### src/rtl/div_u16_u3_share_arb.sv
// Round-robin front end that lets REQ_N requesters share one div_u16_u3 divider.
// Winners pass through a one-entry issue register; an in-order ID FIFO steers results back.
module div_u16_u3_share_arb #(
  parameter int REQ_N         = 4,
  parameter int ID_FIFO_DEPTH = 4,
  parameter int SIM_DELAY     = 1
) (
  input  logic                aclk,
  input  logic                aresetn,
  input  logic                aclken,
  input  logic [REQ_N*24-1:0] s_req_data,
  input  logic [REQ_N-1:0]    s_req_valid,
  output logic [REQ_N-1:0]    s_req_ready,
  output logic [REQ_N*24-1:0] m_rsp_data,
  output logic [REQ_N-1:0]    m_rsp_valid,
  input  logic [REQ_N-1:0]    m_rsp_ready,
  output logic [23:0]         m_div_data,
  output logic                m_div_valid,
  input  logic                m_div_ready,
  input  logic [23:0]         s_div_data,
  input  logic                s_div_valid,
  output logic                s_div_ready
);

  // Handshakes: a transfer happens on a rising edge where valid and ready are both 1;
  // valid/data stay stable until that edge, and ready is never a precondition for valid.

  localparam int IDW  = (REQ_N > 1) ? $clog2(REQ_N) : 1;
  localparam int PTRW = (ID_FIFO_DEPTH > 1) ? $clog2(ID_FIFO_DEPTH) : 1;
  localparam int CNTW = $clog2(ID_FIFO_DEPTH + 1);

  logic              run;
  logic [IDW-1:0]    rr_ptr;
  logic [IDW-1:0]    grant_id;
  logic [IDW:0]      cand;
  logic              grant_found;
  logic              grant;
  logic [23:0]       grant_data;
  logic [IDW-1:0]    rr_next;

  logic              issue_valid;
  logic [IDW-1:0]    issue_id;
  logic [23:0]       issue_data;

  logic [IDW-1:0]    id_mem [ID_FIFO_DEPTH];
  logic [PTRW-1:0]   wr_ptr;
  logic [PTRW-1:0]   rd_ptr;
  logic [CNTW-1:0]   fifo_count;
  logic              fifo_empty;
  logic [IDW-1:0]    head_id;

  logic [CNTW:0]     inflight;
  logic              credit_ok;
  logic              div_fire;
  logic              rsp_fire;

  assign run        = aresetn & aclken;
  assign fifo_empty = (fifo_count == '0);
  assign head_id    = id_mem[rd_ptr];

  // Issue-reg occupancy counts as in flight so a full FIFO can never be overrun.
  assign inflight  = {1'b0, fifo_count} + (CNTW+1)'(issue_valid);
  assign credit_ok = (inflight < (CNTW+1)'(ID_FIFO_DEPTH));
  assign div_fire  = aclken & issue_valid & m_div_ready;

  always_comb begin
    grant_found = 1'b0;
    grant_id    = '0;
    cand        = '0;
    for (int i = 0; i < REQ_N; i++) begin
      cand = {1'b0, rr_ptr} + (IDW+1)'(i);
      if (cand >= (IDW+1)'(REQ_N)) cand = cand - (IDW+1)'(REQ_N);
      if (!grant_found && s_req_valid[cand]) begin
        grant_found = 1'b1;
        grant_id    = cand[IDW-1:0];
      end
    end
  end

  assign grant      = run & credit_ok & (~issue_valid | div_fire) & grant_found;
  assign grant_data = s_req_data[int'(grant_id)*24 +: 24];
  assign rr_next    = (grant_id == IDW'(REQ_N-1)) ? '0 : grant_id + 1'b1;

  always_comb begin
    s_req_ready = '0;
    if (grant) s_req_ready[grant_id] = 1'b1;
  end

  assign m_div_valid = issue_valid;
  assign m_div_data  = issue_data;

  // Return path is purely combinational: the head ID selects which requester sees the result.
  assign s_div_ready = run & ~fifo_empty & m_rsp_ready[head_id];
  assign rsp_fire    = s_div_valid & s_div_ready;
  assign m_rsp_data  = {REQ_N{s_div_data}};

  always_comb begin
    m_rsp_valid = '0;
    if (run && !fifo_empty && s_div_valid) m_rsp_valid[head_id] = 1'b1;
  end

  always_ff @(posedge aclk) begin
    if (!aresetn) begin
      issue_valid <= 1'b0;
      issue_id    <= '0;
      issue_data  <= '0;
      rr_ptr      <= '0;
      wr_ptr      <= '0;
      rd_ptr      <= '0;
      fifo_count  <= '0;
    end else if (aclken) begin
      if (grant) begin
        issue_valid <= 1'b1;
        issue_id    <= grant_id;
        issue_data  <= grant_data;
        rr_ptr      <= rr_next;
      end else if (div_fire) begin
        issue_valid <= 1'b0;
      end
      if (div_fire)
        wr_ptr <= (wr_ptr == PTRW'(ID_FIFO_DEPTH-1)) ? '0 : wr_ptr + 1'b1;
      if (rsp_fire)
        rd_ptr <= (rd_ptr == PTRW'(ID_FIFO_DEPTH-1)) ? '0 : rd_ptr + 1'b1;
      if (div_fire && !rsp_fire)
        fifo_count <= fifo_count + 1'b1;
      else if (!div_fire && rsp_fire)
        fifo_count <= fifo_count - 1'b1;
    end
  end

  always_ff @(posedge aclk) begin
    if (run && div_fire) id_mem[wr_ptr] <= issue_id;
  end

  // A result with no outstanding ID means the divider and this block disagree on what is in flight.
  always_ff @(posedge aclk) begin
    if (run) begin
      assert (!(s_div_valid && fifo_empty))
        else $error("div_u16_u3_share_arb: divider result with empty ID FIFO (SIM_DELAY=%0d)", SIM_DELAY);
      assert (!(div_fire && !rsp_fire && fifo_count == CNTW'(ID_FIFO_DEPTH)))
        else $error("div_u16_u3_share_arb: ID FIFO overflow");
    end
  end

endmodule
### config.mk
export PLATFORM = sky130hd
export DESIGN_NAME = div_u16_u3_share_arb
export DESIGN_NICKNAME = d
export VERILOG_FILES = /design/src/rtl/div_u16_u3_share_arb.sv
export SDC_FILE = /design/constraint.sdc
export NUM_CORES = 1
export LEC_CHECK = 0
export ABC_AREA = 1
export CAP_MARGIN = 20
export CELL_PAD_IN_SITES_DETAIL_PLACEMENT = 1
export CELL_PAD_IN_SITES_GLOBAL_PLACEMENT = 1
export CORE_AREA = 8 8 141 143
export DETAILED_ROUTE_END_ITERATION = 10
export DIE_AREA = 0 0 149 151
export PLACE_DENSITY_LB_ADDON = 0.1
export SYNTH_ARGS = -nofsm -noshare
export SYNTH_HDL_FRONTEND = slang
export SYNTH_SLANG_ARGS = --single-unit
### constraint.sdc
create_clock -name aclk -period 3.45 [get_ports aclk]
set_clock_uncertainty 0.05 [all_clocks]
set_input_delay 0.69 -clock aclk [delete_from_list [all_inputs] [get_ports aclk]]
set_output_delay 0.69 -clock aclk [all_outputs]
set_load 0.02 [all_outputs]
Word-level counts from Yosys, hierarchy flattened

Memories as Yosys holds them, arrays and structs flattened. A register that Yosys moved wholly into a read port is not among the register bits.
Index checks and enable logic that the tools add are counted.

Add/subtract/negate cells: 13
$mul: 1
Div/mod/pow operators: 0
$lt $le $gt $ge: 13
Equal/unequal tests: 3
Shifts and indexed selects: 1
Muxes and demuxes: 39
Bitwise logic cells: 12
Reduce and logical (&&, ||, !) cells: 24

Operators by type and width:

| kind                  | count |
|---|---|
| $shiftx A96 B8 Y24    | 1 |
| $mux W2               | 9 |
| $mux W3               | 6 |
| $mux W1               | 15 |
| $lt A3 B3 Y1 const B  | 4 |
| $bmux W1 S2           | 5 |
| $logic_and A1 B1 Y1   | 10 |
| $reduce_and A2 Y1     | 5 |
| $and A1 B1 Y1         | 9 |
| $ge A3 B3 Y1 const B  | 3 |
| $sub A3 B3 Y3 const B | 3 |
| $mux W4               | 2 |
| $add A2 B1 Y2 const B | 3 |
| $add A2 B2 Y3 const B | 2 |
| $eq A2 B2 Y1 const B  | 3 |
| $logic_not A1 Y1      | 6 |
| $lt A2 B3 Y1 const B  | 2 |
| $add A3 B1 Y4         | 1 |
| $demux W1 S2          | 2 |
| $ge A2 B1 Y1 const B  | 2 |
| $lt A4 B3 Y1 const B  | 1 |
| $mul A2 B2 Y4 const B | 1 |
| $reduce_bool A2 Y1    | 2 |
| $add A2 B1 Y3 const B | 1 |
| 7 further kinds       | 8 |

Flip-flop bits (word level): 36
Bits in latches: 0
Memory bits (writable): 8
Memory bits (read-only): 0
Input bits: 133
Output and inout bits: 130
Word-level logic and storage cells: 114
Memories: 1

Memory list:

| memory | words | bits a word | read ports | clocked after Yosys merged registers in | write ports | line | source |
|---|---|---|---|---|---|---|---|
| id_mem | 4     | 2           | 1          | 1                                       | 1           | 45   | `logic [IDW-1:0] id_mem [ID_FIFO_DEPTH];` |

Longest topological paths before layout

Gate-level depths: netlist of run 1.

Depth after elaboration: 19
Depth in mapped cells: 17
Gate-level depth less buffers: 17

Worst setup path before layout of run 1

Ideal clock, no wire load.

Kind: input to register
Start: input port aresetn
End: register fifo_count[1]
Library setup time: 0.119 ns
Data arrival time: 2.987 ns
Setup slack: 0.293 ns
Stages: 12
Cells stage by stage: clkbuf_1 -> nand2_1 -> a31oi_1 -> nand2_1 -> nor3_1 -> and2_1 -> inv_1 -> ha_1 -> inv_1 -> fa_1 -> o21ai_0 -> a21oi_1

Longest elaborated chain between the ends: 8
Elaborated cells on any way between the ends: 10
Those cells by class: 1 x mux; 4 x bitwise; 5 x reduce/logical

Ends and longest elaborated chain:

| what                                | line | source |
|---|---|---|
| start, declared                     | 9    | `input logic aresetn,` |
| $and A1 B1 Y1 (*)                   | 57   | `assign run = aresetn & aclken;` |
| $and A1 B1 Y1 (*) (2 in a row)      | 93   | `assign s_div_ready = run & ~fifo_empty & m_rsp_ready[head_id];` |
| via s_div_ready                     | 22   | `output logic s_div_ready` |
| $and A1 B1 Y1 (*)                   | 94   | `assign rsp_fire = s_div_valid & s_div_ready;` |
| $logic_not A1 Y1                    | 124  | `if (div_fire && !rsp_fire)` |
| $logic_and A1 B1 Y1                 | 124  |  |
| $reduce_bool A2 Y1 (no source line) | n/a  |  |
| $reduce_and A2 Y1 (no source line)  | n/a  |  |
| end signal, assigned                | 125  | `fifo_count <= fifo_count + 1'b1;` |
| end signal, assigned                | 127  | `fifo_count <= fifo_count - 1'b1;` |
| end, declared                       | 48   | `logic [CNTW-1:0] fifo_count;` |

Mark *: on every way through the listed nets, which the timed path passes. The rest lies on a longest branch.
A chain may end at the register's enable or synchronous reset.

Worst setup path in the final report of run 1

Start: input port s_req_valid[2]
End: output port s_req_ready[3]

Longest elaborated chain between the ends: 17
Elaborated cells on any way between the ends: 29
Those cells by class: 2 x order compare; 19 x mux; 1 x bitwise; 7 x reduce/logical

Ends and longest elaborated chain:

| what                                                               | line | source |
|---|---|---|
| start, declared                                                    | 12   | `input logic [REQ_N-1:0] s_req_valid,` |
| $bmux W1 S2                                                        | 73   | `if (!grant_found && s_req_valid[cand]) begin` |
| $mux W1 (implied by the code)                                      | 73   |  |
| $mux W1                                                            | 73   |  |
| $logic_not A1 Y1                                                   | 73   |  |
| $logic_and A1 B1 Y1                                                | 73   |  |
| $mux W1                                                            | 73   |  |
| $logic_not A1 Y1                                                   | 73   |  |
| $logic_and A1 B1 Y1                                                | 73   |  |
| [... 2 more ...]                                                   | n/a  |  |
| $logic_and A1 B1 Y1                                                | 73   |  |
| $mux W2 (*)                                                        | 73   |  |
| via grant_id[1]                                                    | 34   | `logic [IDW-1:0] grant_id;` |
| $lt A2 B3 Y1 (implied by the code) or $ge A2 B1 Y1 (tied branches) | 86   | `if (grant) s_req_ready[grant_id] = 1'b1;` |
| $logic_and A1 B1 Y1 (implied by the code)                          | 86   |  |
| $mux W1 (implied by the code)                                      | 86   |  |
| $demux W1 S2 (*)                                                   | 86   |  |
| $mux W4 (*)                                                        | 86   |  |
| end, declared                                                      | 13   | `output logic [REQ_N-1:0] s_req_ready,` |

Mark *: on every way through the listed nets, which the timed path passes. The rest lies on a longest branch. The select of a mux whose other input is x is not followed.

==> out/metrics.yaml, run 1 <==
p_leak_nw: 2.374
antenna_found_initial: 0
cts.clk_slew.worst_paths_ns: 0.07
hpwl_mm: 10.71
place_congestion: 0.8075
max_stage_delay_ns: 0.42
syn_inst: 637
htreeDepth: 2
crit_required_ns: 2.71
min_path_cells: 0
crit_path_top_delay_cell: "clkdlybuf4s50_1"
grt_overflow_total: 0
wl_per_cell_um: 14.63
drt-pass1-iter-count: 4
yosys_warnings: 0
dieArea_um2: 22500
syn_nets: 781
clockBufferDepth: 2
r2r_slack_ns: 0.73
syn_area_um2: 3975
hp-class: "reg -> reg"
port-buffer-count: 142
placed_cells: 910
placed_cell_area_um2: 5009
n_antenna_cell: 0
slew_violations: 0
via_per_inst: 4.158
drive_above_1_share_pct: 8.418
cpLargestDelayFamily: "buffers and inverters"
hp-start: "issue_id[1]"
r2r_end: "fifo_count[2]"
critPathBufInv: 5
drt_wl_total_mm: 13.43
insertion_delay_ns: 0.29
synth_adder_area_share_pct: 3.651
drc: 0
ant_nets: 0
hold_buffers: 0
end_kind: "output pin"
finalCriticalPeriod_ns: 3.237
synth_enable_flop_cells: 8
crit_path_max_fanout: 4
syn2layout_area_growth_pct: 29.43
async_reset_ff_share_pct: 0
hold_end: "id_mem[1][1]"
cts_tree: "yes"
syn_avg_cell_area_um2: 6.240
path_class: "in -> out"
vdd_drop_max_mv: 0.1767
p_per_area_nw_per_um2: 397.8
die_w_um: 149
arrival_ns: 2.50
synth_simple_gate_area_share_pct: 40.45
start_kind: "primary input"
maxCapViolations: 0
seq_area_frac_synth_pct: 25.18
outcome: "completed"
num_vias: 3817
setup_viol: 0
finalHoldViolCount: 0
fp.dieH_um: 151
drtIter0Drc: 86
fmax_mhz: 309.0
power_mw: 2.047
r2r_cells: 16
fin_crit_sh_pct: 93.82
grt_max_degree: 32
synth_top_flop_cell: "dfxtp_1"
initial_core_util_pct: 22.51
cts_sinks: 46
crit_chain: "clkdlybuf4s50_1, inv_1, nand2_2, nand3_1, nand2_2, nor2_4, nand3_1, nand3_1, nand2_2, inv_1, ha_1, inv_1, nor2_1, buf_2"
synth_xor_area_share_pct: 0.2203
finalInstanceArea_um2: 5145
setup-tns-final_ns: 0
fp.coreArea_um2: 17660
synth-compound-area-share_pct: 2.613
worst_pin_slew_ns: 0.8098
rows: 49
synth.distinct_cells: 30
slew_headroom_pct: 45.95
grt.total_usage_pct: 11.69
root_buffer: "clkbuf_16"
utilization_pct: 29.14
rsz0062_at_grt: "no"
grt_pass1_vias: 4140
synth.area.mux_share_pct: 0
ys_seq_elements: 46
pin_count: 263
layout.cells.non_filler: 918
nets: 832
numCtsBuffers: 5
grt_first_pass_wirelength_mm: 21.11
synth_top_family_by_area: "simple AND/OR/NAND/NOR gates"
fillCellCount: 2203
[power by group]
| group | switching, mW | internal, mW | total [mW] | leakage (nW) |
|---|---|---|---|---|
| sequential | 0.0289 | 0.590 | 0.619 | 0.387 |
| clock | 0.221 | 0.269 | 0.490 | 0.0698 |
| combinational | 0.544 | 0.394 | 0.938 | 1.92 |
[cell type report]
class	instances	area, um^2	share of cell area, %
inverters	67	256.5	4.985
flip-flops and latches	46	1001	19.46
repair buffers	164	1584	30.79
well taps	229	286.5	5.569
multi-input cells	404	1871	36.36
clock buffers	5	125.1	2.432
clock inverters	3	21.27	0.4134
[worst reg2reg max path: stages (launching register included)]
cell and delay, ns:
dfxtp_1 0.43, inv_1 0.09, nand2_1 0.07, nand3_1 0.09
nand2_1 0.17, nand3_1 0.11, o21ai_0 0.21, nor3_2 0.08
and2_1 0.18, inv_1 0.06, ha_1 0.17, inv_1 0.06
fa_1 0.37, xnor2_1 0.17, nand2_1 0.08, o21ai_0 0.15
a21oi_1 0.06
[metal layers]
layer | share of wire, % | vias up | GRT usage (%)
met5 | 0 | - | 0
met4 | 0.86 | 0 | 2.776
met3 | 6.9 | 13 | 3.735
met2 | 50 | 89 | 21.24
met1 | 42 | 1748 | 12.98
li1 | - | 1967 | -
[how the worst max path moves through the flow]
stage                     slack [ns]            from  cells after the start             end
after global routing            0.01  s_req_valid[2]                     14  s_req_ready[2]
after global placement         -0.17  s_req_valid[3]                     14  s_req_ready[2]
after detailed placement       -0.24  s_req_valid[2]                     14  s_req_ready[3]
final                           0.21  s_req_valid[2]                     14  s_req_ready[3]
after CTS                       0.01  s_req_valid[2]                     14  s_req_ready[2]
after floorplan                 0.29         aresetn                     12   fifo_count[1]
[placed cells by master, fill, tap and decap left out, types with 2 or more instances in the layout]
master	instances
nand2_1	197
clkdlybuf4s50_1	137
nor2_1	89
inv_1	61
nand3_1	43
dfxtp_1	38
nand4_1	22
buf_4	22
ha_1	10
nand2_2	8
o21ai_0	8
edfxtp_1	8
a21oi_1	7
clkbuf_16	5
inv_2	4
inv_4	2
nand3_2	2
nor2_2	2
nand3_4	2
nor3_1	2
a211oi_1	2
clkbuf_2	2
[kinds of logic after synthesis]
kind of cell	after synthesis
adder cells (fa/ha/maj)	11
AO/OA/AOI/OAI	19
buffers and inverters	187
AND/OR/NAND/NOR	373
flip-flops	46
XOR/XNOR	1
[cells in the mapped netlist (2+ instances only)]
cell	count	share of area, %
nand3_2	2	0.50
nor2_2	2	0.31
nand2_1	197	19
nand3_4	2	0.88
dfxtp_1	38	19
inv_1	61	5.8
nor2_1	89	8.4
edfxtp_1	8	6.0
a21oi_1	7	0.88
nand2_2	8	1.3
nand4_1	22	3.5
nand3_1	43	5.4
buf_2	15	1.9
ha_1	10	3.1
inv_2	4	0.38
clkbuf_1	3	0.28
a211oi_1	2	0.38
buf_4	102	19
nor3_1	3	0.38
inv_4	2	0.31
o21ai_0	8	1.0
[state kept, by name (all words and copies together), names as in the netlist, named ones only]
register	flops
rd_ptr	2
fifo_count	3
wr_ptr	2
issue_id	2
m_div_data	24
m_div_valid	1
id_mem	8
rr_ptr	2
[through the flow]
step                      hold slack [ns]  setup slack [ns]
final                              0.4543            0.2133
after global routing               0.4761          0.009649
after CTS                          0.4581           0.01457
after detailed placement           0.4373           -0.2388
after global placement             0.4385           -0.1723
after floorplan                    0.4049            0.2932
[what timing repair did]
action                                 in CTS  in global routing
buffers inserted                            0                  0
pin swaps                                   0                  1
endpoints found under the hold margin       0                  0
resized for setup                           5                 12
setup endpoints to repair                   5                  5
Note: power is estimated with default switching activity, not from simulation.
==> run 2: changes to the inputs <==
- MAX_ROUTING_LAYER: default -> met4
- SKIP_CTS_REPAIR_TIMING: default -> 1
==> out/metrics.yaml, run 2 (same netlist as run 1, synthesis figures left out) <==
insertion_delay_ns: 0.29  # about the same
critPathBufInv: 5  # unchanged
cts_sinks: 46  # unchanged
p_per_area_nw_per_um2: 398.2  # about the same
crit_required_ns: 2.71  # about the same
hp-class: "reg -> reg"
maxCapViolations: 0  # unchanged
nets: 832  # unchanged
mostFrequentLayoutCells: "nand2_1 (197), clkdlybuf4s50_1 (137), nor2_1 (89)"
finalInstanceArea_um2: 5152  # +0.15%
arrival_ns: 2.50  # about the same
crit_path_top_delay_cell: "clkdlybuf4s50_1"
largest_register_ffs: 24  # unchanged
path_class: "in -> out"
place_congestion: 0.8193  # +1.5%
n_antenna_cell: 0  # unchanged
start_kind: "primary input"
vdd_drop_max_mv: 0.1766  # about the same
drt_wl_total_mm: 13.44  # +0.11%
placed_cell_area_um2: 5009  # unchanged
hpwl_mm: 10.71  # unchanged
drtIter0Drc: 83  # -3.5%
utilization_pct: 29.18  # +0.043 points
grt_max_degree: 32  # unchanged
root_buffer: "clkbuf_16"
p_leak_nw: 2.390  # +0.68%
fp.dieH_um: 151  # unchanged
max_stage_delay_ns: 0.48  # +0.06 ns
grt.total_usage_pct: 12.04  # +0.34 points
fillCellCount: 2202  # -0.045%
fin_ws_ns: 0.2091  # -0.004188 ns
numCtsBuffers: 5  # unchanged
clockBufferDepth: 2  # unchanged
hp-start: "issue_id[1]"
syn2layout_area_growth_pct: 29.62
crit_chain: "clkdlybuf4s50_1, inv_1, nand2_2, nand3_1, nand2_1, inv_1, nand3_1, nand3_1, nand2_2, ha_1, inv_1, nor2_1, dlymetal6s2s_1"
num_vias: 3806  # -0.29%
critPathLaunch: "s_req_valid[2]"
drive_above_1_share_pct: 8.273  # -0.15 points
dieArea_um2: 22500  # unchanged
dp_slack_ns: -0.2388  # unchanged
rsz0062_at_grt: "no"
die_w_um: 149  # unchanged
cpLargestDelayFamily: "buffers and inverters"
setup-tns-final_ns: 0  # unchanged
slew_headroom_pct: 45.78  # -0.17 points
fp.coreArea_um2: 17660  # unchanged
wl_per_cell_um: 14.64  # +0.11%
antenna_found_initial: 0  # unchanged
layout.cells.non_filler: 918  # unchanged
slew_violations: 0  # unchanged
finalCriticalPeriod_ns: 3.241  # +0.004188 ns
htreeDepth: 2  # unchanged
grt_pass1_vias: 4145  # +0.12%
power_mw: 2.052  # +0.23%
cts_tree: "yes"
drc: 0  # unchanged
finalHoldViolCount: 0  # unchanged
grt_first_pass_wirelength_mm: 21.11  # unchanged
whs_ns: 0.4543  # +0.000002000 ns
rows: 49  # unchanged
final_common_cell: "nand2_1"
end_kind: "output pin"
crit_path_max_fanout: 4  # unchanged
worst_pin_slew_ns: 0.8124  # +0.002574 ns
fin_crit_sh_pct: 93.94  # +0.12 points
ant_nets: 0  # unchanged
cts.clk_slew.worst_paths_ns: 0.07  # about the same
fmax_mhz: 308.6  # -0.13%
drt-pass1-iter-count: 4  # unchanged
grt_overflow_total: 0  # unchanged
setup_viol: 0  # unchanged
placed_cells: 910  # unchanged
outcome: "completed"
pin_count: 263  # unchanged
initial_core_util_pct: 22.51  # unchanged
via_per_inst: 4.146  # -0.29%
port-buffer-count: 142  # unchanged
## run 2: where the power goes
part	internal (mW)	switching, mW	leakage (nW)
clock	0.269	0.223	0.0698
sequential	0.590	0.0288	0.387
combinational	0.395	0.545	1.93
## run 2: layout make-up
type                    instances  area, um^2  area share (%)
multi-input cells             404        1871           36.30
repair buffers                164        1592           30.89
flip-flops and latches         46        1001           19.43
well taps                     229       286.5           5.561
inverters                      67       256.5           4.978
clock buffers                   5       125.1           2.428
clock inverters                 3       21.27          0.4128
## run 2: layer usage
metal | vias to the layer above | routed length (um) | track usage [%]
li1 | 1967 | - | -
met1 | 1741 | 5824 | 13.48
met2 | 89 | 6740 | 21.24
met3 | 9 | 769 | 2.928
met4 | 0 | 108 | 2.776
met5 | - | 0 | -
## run 2: path summary, 6_finish.rpt
kind                          to  slack, ns  cells after the start
setup / recovery  s_req_ready[0]       0.21                     13
hold / removal      id_mem[1][1]       0.45                      0
setup reg to reg   fifo_count[2]       0.73                     16
hold reg to reg     id_mem[1][1]       0.45                      0
